## config.mk

```make
export PLATFORM = sky130hd
export DESIGN_NAME = fir_tap_sequencer
export DESIGN_NICKNAME = d
export VERILOG_FILES = /design/src/rtl/fir_tap_sequencer.sv
export SDC_FILE = /design/constraint.sdc
export NUM_CORES = 2
export LEC_CHECK = 0
export ABC_AREA = 1
export CAP_MARGIN = 20
export CORE_MARGIN = 8
export CORE_UTILIZATION = 28
export CTS_CLUSTER_DIAMETER = 30
export DETAILED_ROUTE_END_ITERATION = 7
export SLEW_MARGIN = 10
export SYNTH_ARGS = -nofsm -noshare
export SYNTH_HDL_FRONTEND = slang
export SYNTH_SLANG_ARGS = --single-unit
export TNS_END_PERCENT = 50
```

## constraint.sdc

```tcl
create_clock -name clk_i -period 14.3 [get_ports clk_i]
set_input_delay 3.575 -clock clk_i [delete_from_list [all_inputs] [get_ports clk_i]]
set_output_delay 3.575 -clock clk_i [all_outputs]
set_load 0.02 [all_outputs]
```

## src/rtl/fir_tap_sequencer.sv

```systemverilog
// fir_tap_sequencer
// -----------------
// Feeds the FIR multiply-accumulate stage. The block holds the coefficient
// register file and a circular history buffer of input samples. Each accepted
// sample starts a pass that presents NUM_TAPS (sample, coefficient) pairs, one
// per cycle. The sequencer then waits for the MAC's done before it takes the
// next sample.
//
// Ports
//   clk_i          clock; all state changes on the rising edge
//   reset_i        synchronous active-high reset
//   coef_we_i      coefficient write strobe
//   coef_addr_i    coefficient index k
//   coef_wdata_i   coefficient value h[k]
//   coef_err_o     one-cycle pulse after a rejected coefficient write
//   s_valid_i      input sample valid
//   s_ready_o      sequencer can accept a sample (IDLE and not in reset)
//   s_data_i       input sample
//   x_o            sample operand to the MAC
//   tap_o          coefficient operand to the MAC
//   mac_valid_o    x_o/tap_o pair valid this cycle
//   mac_first_o    pair is k=0; the MAC clears its accumulator
//   mac_last_o     pair is k=NUM_TAPS-1
//   mac_done_i     MAC result complete
//   busy_o         sequencer is not IDLE
module fir_tap_sequencer #(
  parameter int NUM_TAPS = 11,
  parameter int DATA_W   = 32,
  parameter int ADDR_W   = 4
) (
  input  logic              clk_i,
  input  logic              reset_i,
  input  logic              coef_we_i,
  input  logic [ADDR_W-1:0] coef_addr_i,
  input  logic [DATA_W-1:0] coef_wdata_i,
  output logic              coef_err_o,
  input  logic              s_valid_i,
  output logic              s_ready_o,
  input  logic [DATA_W-1:0] s_data_i,
  output logic [DATA_W-1:0] x_o,
  output logic [DATA_W-1:0] tap_o,
  output logic              mac_valid_o,
  output logic              mac_first_o,
  output logic              mac_last_o,
  input  logic              mac_done_i,
  output logic              busy_o
);

  localparam logic [ADDR_W-1:0] LAST_K = ADDR_W'(NUM_TAPS - 1);

  typedef enum logic [1:0] {
    IDLE  = 2'd0,
    ISSUE = 2'd1,
    WAIT  = 2'd2
  } state_t;

  state_t            state_q;
  logic [ADDR_W-1:0] wptr_q, wptr_d;
  logic [ADDR_W-1:0] rd_ptr_q, rd_ptr_d;
  logic [ADDR_W-1:0] cnt_q, cnt_d;
  logic [DATA_W-1:0] hist_q [NUM_TAPS];
  logic [DATA_W-1:0] coef_q [NUM_TAPS];
  logic [DATA_W-1:0] x_q, tap_q;
  logic              mac_valid_q, mac_first_q, mac_last_q, coef_err_q;

  logic              accept;
  logic              coef_ok;

  assign s_ready_o   = (state_q == IDLE) && !reset_i;
  assign busy_o      = (state_q != IDLE);
  assign x_o         = x_q;
  assign tap_o       = tap_q;
  assign mac_valid_o = mac_valid_q;
  assign mac_first_o = mac_first_q;
  assign mac_last_o  = mac_last_q;
  assign coef_err_o  = coef_err_q;

  // Handshake, write qualification and pointer next-state. rd_ptr walks the
  // history backwards from the newest sample (base) while cnt counts taps; both
  // wrap inside 0..NUM_TAPS-1 so no out-of-range address is ever formed.
  always_comb begin
    accept   = s_valid_i && s_ready_o;
    coef_ok  = coef_we_i && (state_q == IDLE) && (coef_addr_i <= LAST_K);
    wptr_d   = wptr_q;
    rd_ptr_d = rd_ptr_q;
    cnt_d    = cnt_q;
    if (accept) begin
      wptr_d   = (wptr_q == LAST_K) ? '0 : wptr_q + 1'b1;
      rd_ptr_d = wptr_q;
      cnt_d    = '0;
    end else if ((state_q == ISSUE) && (cnt_q != LAST_K)) begin
      rd_ptr_d = (rd_ptr_q == '0) ? LAST_K : rd_ptr_q - 1'b1;
      cnt_d    = cnt_q + 1'b1;
    end
  end

  // Sequencer state, storage and registered MAC outputs. The k=0 pair is
  // registered on the accept edge itself, so the incoming sample and a
  // same-cycle write to coefficient 0 are forwarded rather than read back.
  always_ff @(posedge clk_i) begin
    if (reset_i) begin
      state_q     <= IDLE;
      wptr_q      <= '0;
      rd_ptr_q    <= '0;
      cnt_q       <= '0;
      x_q         <= '0;
      tap_q       <= '0;
      mac_valid_q <= 1'b0;
      mac_first_q <= 1'b0;
      mac_last_q  <= 1'b0;
      coef_err_q  <= 1'b0;
      for (int i = 0; i < NUM_TAPS; i++) begin
        hist_q[i] <= '0;
        coef_q[i] <= '0;
      end
    end else begin
      wptr_q     <= wptr_d;
      rd_ptr_q   <= rd_ptr_d;
      cnt_q      <= cnt_d;
      coef_err_q <= coef_we_i && !coef_ok;
      if (coef_ok) begin
        coef_q[coef_addr_i] <= coef_wdata_i;
      end
      case (state_q)
        IDLE: begin
          if (accept) begin
            hist_q[wptr_q] <= s_data_i;
            state_q        <= ISSUE;
            x_q            <= s_data_i;
            tap_q          <= (coef_ok && (coef_addr_i == '0)) ? coef_wdata_i : coef_q[0];
            mac_valid_q    <= 1'b1;
            mac_first_q    <= 1'b1;
            mac_last_q     <= (LAST_K == '0);
          end
        end
        ISSUE: begin
          if (cnt_q == LAST_K) begin
            state_q     <= WAIT;
            x_q         <= '0;
            tap_q       <= '0;
            mac_valid_q <= 1'b0;
            mac_first_q <= 1'b0;
            mac_last_q  <= 1'b0;
          end else begin
            x_q         <= hist_q[rd_ptr_d];
            tap_q       <= coef_q[cnt_d];
            mac_first_q <= 1'b0;
            mac_last_q  <= (cnt_d == LAST_K);
          end
        end
        WAIT: begin
          if (mac_done_i) begin
            state_q <= IDLE;
          end
        end
        default: begin
          state_q <= IDLE;
        end
      endcase
    end
  end

endmodule

```

==> summary.txt <==
Outcome
  – Status: finished, final reports clean

GRT
  – Number of global-route vias before repair: approximately 38000
  – Initial antenna violation count: 4
  – Total GRT Usage: roughly 17%
  – Grt total ovfl: 0
  – First-pass GRT wire length: between 200 and 250 mm
  – Pin count of the biggest net entering global routing: 215

Floorplan
  – Row count: between 150 and 200
  – Die height: 431 um
  – I/O Pins: between 100 and 150
  – Die ar.: between 150000 and 200000 um^2
  – Initial core utilization: between 20% and 30%
  – Die width: about 430 um
  – Core ar.: 171000 um^2

Worst setup path
  – Crit. End Element: output port
  – CP required: about 11 ns
  – R2R depth: 16
  – CP Class: in2out
  – Startpoint Class: primary input
  – Setup crit end: s_ready_o
  – Critical Path AT: 4.58 ns
  – Critical Path Source: reset_i
  – Crit-path max FO: 7
  – FF-to-FF End: x_o[13]
  – Reg2reg setup slack: between 9 and 10 ns
  – RR Startpoint: cnt_q[0]

Yosys
  – Post-synth EDFFs: 960
  – Top-count cell post-synth: nand3_1
  – Top post-synthesis cells by count: nand3_1, nand2_1, edfxtp_1
  – Mapped Cells: between 4000 and 5000
  – Largest cells by area after synthesis: edfxtp_1, nand3_1, nand2_1, dfxtp_1, nor2_1
  – Syn Area/Cell: approximately 10 um^2
  – Synth Cell Area: just under 50000 um^2
  – Largest area contributor in the netlist: edfxtp_1
  – Post-synthesis sequential area ratio: 65.9%
  – Top FF cell, synth: edfxtp_1
  – Netlist cell types: 31
  – Top-area cell type share of the netlist area: approximately 60%
  – FFs w/ async S/R, synth: 0%
  – Ys Warns: 0
  – Synth Register Bits: 1106

Timing
  – Tcrit/Tclk final: roughly 57%
  – Worst Tran Pin Value: approximately 1.3 ns
  – Rel. slew slack: 15.5%
  – F_max: between 100 and 150 MHz
  – Min cycle time layout: between 8 and 9 ns
  – Final setup vio count: 0
  – RSZ-0062 raised after global routing: false
  – Final max-slew violation count: 0
  – Final worst clock skew: around 0.058 ns
  – Final Hold Fails: 0
  – Sum of negative setup slack: 0 ns

Clock tree
  – Worst skew pair latency: ~0.86 ns
  – Root Buffer: clkbuf_16
  – Worst-path clk slew: 0.04 ns
  – Clock buffer depth: 4
  – H-tree lvl count: 5
  – CTS Buf Count: 275
  – Hold_buf cts: 0
  – CTS tree: built
  – Post CTS Setup Buffer Count: 0
  – Post-CTS sizing: 0
  – Sink Count: 1106

Detailed routing
  – ANT nets after route: 0
  – Starting DRC count in detailed routing: about 4500
  – Detailed-route DRC error count: 0
  – Vias per inst: 5.02
  – Vias: ~38000
  – DRT Pass-1 Iters: 6
  – WL final: 159 mm
  – DR WL/cell: about 21 um

Final layout
  – Final Core Density: approximately 36%
  – Fill cells: 16920
  – Area growth syn-to-layout: 27.4%
  – Layout cell share with drive strength beyond 1: 10.1%
  – Nets: between 5000 and 6000

Hold path
  – Hold WC Path Type: reg2reg

Placed design
  – Port Buffers: around 140
  – Post-DP HPWL: 78.4 mm
  – Placer Congestion: around 0.79

Pwr
  – Clock share of power: 54.5%
  – Int Pwr: 0.00830 W
  – Leakage: between 20 and 25 nW
  – Sw Share: between 20 and 30%
  – Psw: 0.00286 W
  – Power density cells: between 150 and 200 nW/um^2
  – Total Power: 0.0112 W
  – Comb pwr share: roughly an eighth
  – Seq pwr share: 33.4%
  – Max VDD drop: about 0.15 mV

Flow run
  – Max cap viols: 0
[cell type report]
type	instances	area [um^2]	share of cell area, %
diodes	1	2.50	0.00408
clock buffers	345	7520	12.3
clock inverters	132	1570	2.55
inverters	226	858	1.40
multi-input cells	3312	14600	23.9
flip-flops and latches	1106	31800	51.7
well taps	2310	2890	4.71
repair buffers	226	2130	3.47
[power by group through the flow]
stage / logic (W) / registers, W / clock network, W
final: 0.00135 / 0.00372 / 0.00609
after global routing: 0.00147 / 0.00373 / 0.00631
after CTS: 0.00134 / 0.00372 / 0.00614
after detailed placement: 0.00134 / 0.00378 / 0
after global placement: 0.00133 / 0.00377 / 0
after floorplan: 0.000867 / 0.00378 / 0
[kinds of logic after synthesis]
family                   synth area share [%]
AND/OR/NAND/NOR                          26.0
flip-flops                               65.9
buffers and inverters                    5.26
AO/OA/AOI/OAI                            2.76
adder cells (fa/ha/maj)                0.0779
XOR/XNOR                               0.0182
other                                 0.00778
[critical path, cell delays in order]
cell and delay (ns):
buf_4 0.20, nor2_1 0.16, clkdlybuf4s50_1 0.62
[registers in the layout, indices dropped and copies added (netlist names)]
name         cells
coef_err_o       1
x_o             32
state_q          2
mac_first_o      1
cnt_q            4
hist_q         512
wptr_q           4
rd_ptr_q         4
mac_valid_o      1
coef_q         512
tap_o           32
mac_last_o       1
[layer usage]
metal | track usage, % | share of wire, %
met5 | 0 | 0.017
met4 | 7.21 | 4.1
met3 | 3.22 | 9.4
met2 | 26.9 | 46
met1 | 21.4 | 40
[cells in the final DEF, fill, tap and decap left out, types with 6 or more instances in the layout]
cell type	n
a21oi_1	101
buf_12	6
buf_4	78
bufinv_16	33
clkbuf_1	40
clkbuf_16	282
clkbuf_8	23
clkdlybuf4s50_1	141
clkinv_1	54
clkinv_2	44
clkinvlp_4	24
conb_1	160
dfxtp_1	146
edfxtp_1	960
inv_1	181
inv_2	9
inv_6	6
nand2_1	972
nand3_1	1236
nor2_1	675
nor2_4	10
o211ai_1	28
o21ai_0	76
o22ai_1	28
[metrics by stage]
step	cell area (um^2)	setup WS, ns	cells	hold slack [ns]
floorplan	48800	6.31	4993	0.449
global placement	52200	6.16	7178	0.459
detailed placement	52300	6.13	7179	0.466
CTS	61300	6.13	7656	0.475
global route	61400	6.15	7658	0.487
finish	61400	6.15	7658	0.472
[how the worst min path moves through the flow]
| stage | startpoint | end | slack (ns) | cells after the start |
|---|---|---|---|---|
| 2_1_floorplan | coef_q[10][0] | coef_q[10][0] | 0.45 | 2 |
| 3_3_place_gp | coef_q[10][13] | coef_q[10][13] | 0.46 | 2 |
| 3_5_place_dp | coef_q[10][18] | coef_q[10][18] | 0.47 | 2 |
| 4_1_cts | coef_q[10][19] | coef_q[10][19] | 0.48 | 2 |
| 5_1_grt | coef_q[10][30] | coef_q[10][30] | 0.49 | 2 |
| 6_report | mac_last_o | mac_last_o | 0.47 | 2 |
No activity file was read; power rests on OpenSTA's default activity.
